$ cat src/rtl/alu_pkg.sv
// Shared definitions for the two-requester ALU arbiter: requester count,
// opcode encodings and FSM state encoding.
package alu_pkg;

  localparam int unsigned NumReq = 2;

  // The arbiter never decodes these; they document what the shared ALU implements.
  typedef enum logic [2:0] {
    OpAnd = 3'd0,
    OpOr  = 3'd1,
    OpXor = 3'd2,
    OpNor = 3'd3,
    OpAdd = 3'd4,
    OpSub = 3'd5,
    OpSlt = 3'd6,
    OpSll = 3'd7
  } alu_op_e;

  typedef enum logic [1:0] {
    StIdle = 2'd0,
    StExec = 2'd1,
    StResp = 2'd2
  } state_e;

endpackage

$ cat src/rtl/rr_arbiter2.sv
// Two-way round-robin grant: on a tie the requester not granted last wins,
// a lone requester always wins.
module rr_arbiter2
  import alu_pkg::*;
(
  input  logic [NumReq-1:0] valid,
  input  logic              last,
  output logic [NumReq-1:0] grant
);

  always_comb begin
    grant = '0;
    if (valid == 2'b11) begin
      grant = last ? 2'b01 : 2'b10;
    end else begin
      grant = valid;
    end
  end

endmodule

$ cat src/rtl/alu_arbiter.sv
// Shares one combinational ALU between two requesters: round-robin accept,
// one-cycle execute with registered result, then hold the response until consumed.
module alu_arbiter
  import alu_pkg::*;
#(
  parameter int unsigned WIDTH = 32,
  parameter int unsigned OPW   = 3
) (
  input  logic              clk,
  input  logic              rst_n,
  input  logic [NumReq-1:0] req_valid,
  output logic [NumReq-1:0] req_ready,
  input  logic [OPW-1:0]    req0_op,
  input  logic [OPW-1:0]    req1_op,
  input  logic [WIDTH-1:0]  req0_a,
  input  logic [WIDTH-1:0]  req1_a,
  input  logic [WIDTH-1:0]  req0_b,
  input  logic [WIDTH-1:0]  req1_b,
  output logic [NumReq-1:0] rsp_valid,
  input  logic [NumReq-1:0] rsp_ready,
  output logic [WIDTH-1:0]  rsp_result,
  output logic [OPW-1:0]    alu_op,
  output logic [WIDTH-1:0]  alu_a,
  output logic [WIDTH-1:0]  alu_b,
  input  logic [WIDTH-1:0]  alu_result,
  output logic              busy
);

  state_e             state_q, state_d;
  logic               last_q;
  logic               id_q;
  logic [OPW-1:0]     op_q;
  logic [WIDTH-1:0]   a_q, b_q, res_q;
  logic [NumReq-1:0]  grant;
  logic               accept;

  rr_arbiter2 u_rr (
    .valid (req_valid),
    .last  (last_q),
    .grant (grant)
  );

  always_comb begin
    state_d   = state_q;
    req_ready = '0;
    rsp_valid = '0;
    accept    = 1'b0;
    unique case (state_q)
      StIdle: begin
        // Gated by reset so nothing is offered while held in reset.
        req_ready = rst_n ? grant : '0;
        accept    = |(req_valid & req_ready);
        if (accept) state_d = StExec;
      end
      StExec: state_d = StResp;
      StResp: begin
        rsp_valid = id_q ? 2'b10 : 2'b01;
        if (rsp_ready[id_q]) state_d = StIdle;
      end
      default: state_d = StIdle;
    endcase
  end

  always_ff @(posedge clk or negedge rst_n) begin
    if (!rst_n) begin
      state_q <= StIdle;
      // Treat requester 1 as last granted so requester 0 wins the first tie.
      last_q  <= 1'b1;
      id_q    <= 1'b0;
      op_q    <= '0;
      a_q     <= '0;
      b_q     <= '0;
      res_q   <= '0;
    end else begin
      state_q <= state_d;
      if (accept) begin
        last_q <= grant[1];
        id_q   <= grant[1];
        op_q   <= grant[1] ? req1_op : req0_op;
        a_q    <= grant[1] ? req1_a : req0_a;
        b_q    <= grant[1] ? req1_b : req0_b;
      end
      if (state_q == StExec) res_q <= alu_result;
    end
  end

  assign alu_op     = op_q;
  assign alu_a      = a_q;
  assign alu_b      = b_q;
  assign rsp_result = res_q;
  assign busy       = (state_q != StIdle);

endmodule

$ cat config.mk
export PLATFORM = sky130hd
export DESIGN_NAME = alu_arbiter
export DESIGN_NICKNAME = d
export VERILOG_FILES = /design/src/rtl/alu_pkg.sv /design/src/rtl/rr_arbiter2.sv /design/src/rtl/alu_arbiter.sv
export SDC_FILE = /design/constraint.sdc
export NUM_CORES = 1
export LEC_CHECK = 0
export CAP_MARGIN = 20
export CORE_MARGIN = 2
export CORE_UTILIZATION = 37
export CTS_CLUSTER_DIAMETER = 40
export DETAILED_ROUTE_END_ITERATION = 7
export PLACE_DENSITY = 0.81
export SKIP_LAST_GASP = 1
export SYNTH_ARGS = -nofsm -noshare
export SYNTH_HDL_FRONTEND = slang
export SYNTH_SLANG_ARGS = --single-unit
$ cat constraint.sdc
create_clock -name clk -period 2.02 [get_ports clk]
set_input_delay 0.404 -clock clk [delete_from_list [all_inputs] [get_ports clk]]
set_output_delay 0.404 -clock clk [all_outputs]
set_load 0.05 [all_outputs]
==> results.cfg <==
[drt]
highest_layer = met4
drc_errors = 0
met1_length_um = 5800
drt-total-wl_um = 14700
dr.pass1.iters = 4
ant_nets = 0
wl_met3_um = 1020
num_vias = 3944
post_drt_wl_per_cell_um = 20.0
met2_length_um = 7480
first_iter_violations = 274
avgViaCountPerCell = 5.36

[synthesis]
netlist_top_cells_area = dfrtp_1 (58%), or3_1 (9.5%), o221a_2 (9.4%)
avgSynthCellArea_um2 = 13.9
syn_nets = 492
async_flop_share = 1.00
yosys.area.top_type_share = 0.576
synth_flop_cell = dfrtp_1
synthTopCellsByCount = dfrtp_1 (102), or3_1 (67), o221a_2 (37), mux2_2 (33), o221a_1 (30)
yosysUniqueCellTypes = 23
synth_edf_count = 0
synthCells = 320
yosysMostFrequentCell = dfrtp_1
ys_ff_latch = 103
ys_warn_count = 0
synth-seq-area-share = 0.582
yosysTopAreaCell = dfrtp_1
synth_area_um2 = 4430

[floorplanning]
die_h_um = 113
ios = 276
start_util = 0.383
fp.dieW_um = 113
core_area_um2 = 11600
fp.dieArea_um2 = 12900
placement_rows = 39

[layout]
syn2layout_area_growth_pct = 72.9
nNetsFinal = 760
diodes = 0
drive_above_1_share = 0.191
fillers = 871

[cts]
clock_path_buffers = 2
cts_made_buffers = 9
clkTransAtPathRegs_ns = 0.07
root_buffer = clkbuf_16
post_cts.repair.setup_buffers = 0
htree_levels = 3
clock-sinks = 103
clk_latency_ns = 0.34
cts_tree = done

[timing]
min_period_ns = 1.96
rsz0062_at_grt = false
worstMarginPinSlew_ns = 0.560
slew_violations = 0
whs_ns = 0.0550
setup_viol = 0
period_share = 0.970
max_freq_mhz = 511
finalHoldViolCount = 0
finalSetupTns_ns = 0
finClkSkew_ns = 0.00844
slew_headroom = 0.626

[global_routing]
track_usage = 0.227
grt_max_degree = 55
gr-total-overflow = 0
grt_pass1_wl_um = 22600
grt_pass1_vias = 4141
antenna_found_initial = 0

[power_and_ir_drop]
leakage_nw = 2.91
p_per_area_nw_per_um2 = 1730
ir_drop_mv = 1.06

[critical_path]
slowest_delay_ns = 0.83
worstSetupEndpointType = output port
crit_path_cell_trace = clkdlybuf4s50_1
crit_path_max_fanout = 2
required_ns = 1.62
cp.arrival_ns = 1.55
worst_setup_path_start_kind = flip-flop
path_delay_family = buffers and inverters
worstPathBufferInverterCount = 1
critPathSlowestCell = clkdlybuf4s50_1
crit_type = reg2out

[placed_design]
place_congestion = 0.839
io_buffers = 275
hpwl_um = 11000

[worst_hold_path]
hp-class = in2async

[flow_run]
max_cap_violations = 0

[outcome]
outcome = complete, no violations
==> final cells by class <==
| cell class | instances | area (um2) | share of cell area |
|---|---|---|---|
| Clock buffer | 11 | 233 | 0.0304 |
| Clock inverter | 5 | 58.8 | 0.00767 |
| Inverter | 2 | 7.51 | 0.000979 |
| Multi-Input combinational cell | 183 | 1680 | 0.219 |
| Sequential cell | 103 | 2580 | 0.336 |
| Tap cell | 143 | 179 | 0.0233 |
| Timing Repair Buffer | 289 | 2930 | 0.382 |
==> metal layers <==
metal  vias up  track usage
met1      1945        0.273
met5         -            0
met4         0       0.0902
met2       172        0.391
met3        34       0.0553
li1       1793            -
==> flip-flops by register name (all words and copies together), names as in the netlist <==
name        cells
alu_a          32
alu_b          32
alu_op          3
id_q            1
last_q          1
rsp_result     32
state_q         2
==> cell families (layout without fill, tap and decap cells) <==
group / count (synthesis) / after routing / share of synthesized area
flops: 103 / 103 / 0.582
simple gates: 78 / 78 / 0.117
compound gates: 72 / 72 / 0.177
buf+inv: 34 / 307 / 0.0406
mux: 33 / 33 / 0.0838
==> final timing paths <==
check | cells after the start | end | from | slack [ns]
max | 1 | alu_b[11] | alu_b[11] | 0.06
min | 1 | last_q | rst_n | 0.06
max reg2reg | 4 | alu_b[9] | state_q[1] | 0.41
min reg2reg | 1 | rsp_result[15] | rsp_result[15] | 0.50
max in group asynchronous | 2 | alu_a[24] | rst_n | 1.02
min in group clk | 1 | rsp_result[15] | rsp_result[15] | 0.50
==> where the power goes <==
group	leakage, nW	switching [mW]	internal [mW]
logic	1.63	4.86	3.02
clock network	0.136	0.757	0.962
registers	1.15	0.608	3.07
total	2.91	6.23	7.05
==> timing repair <==
item / 4_1_cts / 5_1_grt
hold buffers: 1 / 0
endpoints found under the hold margin: 10 / 0
setup endpoints to repair: 0 / 2
resized for setup: 0 / 1
==> stage by stage <==
stage / instances / util / setup WS [ns] / cell area, um2 / power (mW)
after detailed placement: 719 / 0.637 / 0.0154 / 7360 / 11.6
after CTS: 736 / 0.663 / 0.0449 / 7660 / 13.4
after global routing: 736 / 0.663 / 0.0101 / 7670 / 13.8
after floorplan: 320 / - / 0.0795 / 4430 / 8.64
after global placement: 719 / 0.637 / 0.0567 / 7360 / 11.5
final: 736 / 0.663 / 0.0614 / 7670 / 13.3
==> cell usage in the layout, fill, tap and decap left out <==
master / n
a21boi_1: 1
a21oi_1: 2
and2_2: 1
buf_12: 7
buf_4: 13
bufinv_16: 1
clkbuf_1: 2
clkbuf_16: 9
clkdlybuf4s50_1: 268
clkinv_2: 1
clkinv_4: 1
clkinvlp_4: 2
dfrtp_1: 102
dfstp_2: 1
dlygate4sd3_1: 1
inv_1: 1
inv_2: 1
mux2_2: 33
nand2b_1: 3
nand3_2: 1
nand4bb_4: 1
nor2_1: 2
nor2_2: 1
nor3b_4: 1
o21a_2: 1
o21ai_0: 1
o221a_1: 30
o221a_2: 37
or2_2: 1
or3_1: 67
Power figures use the tool's default switching activity.
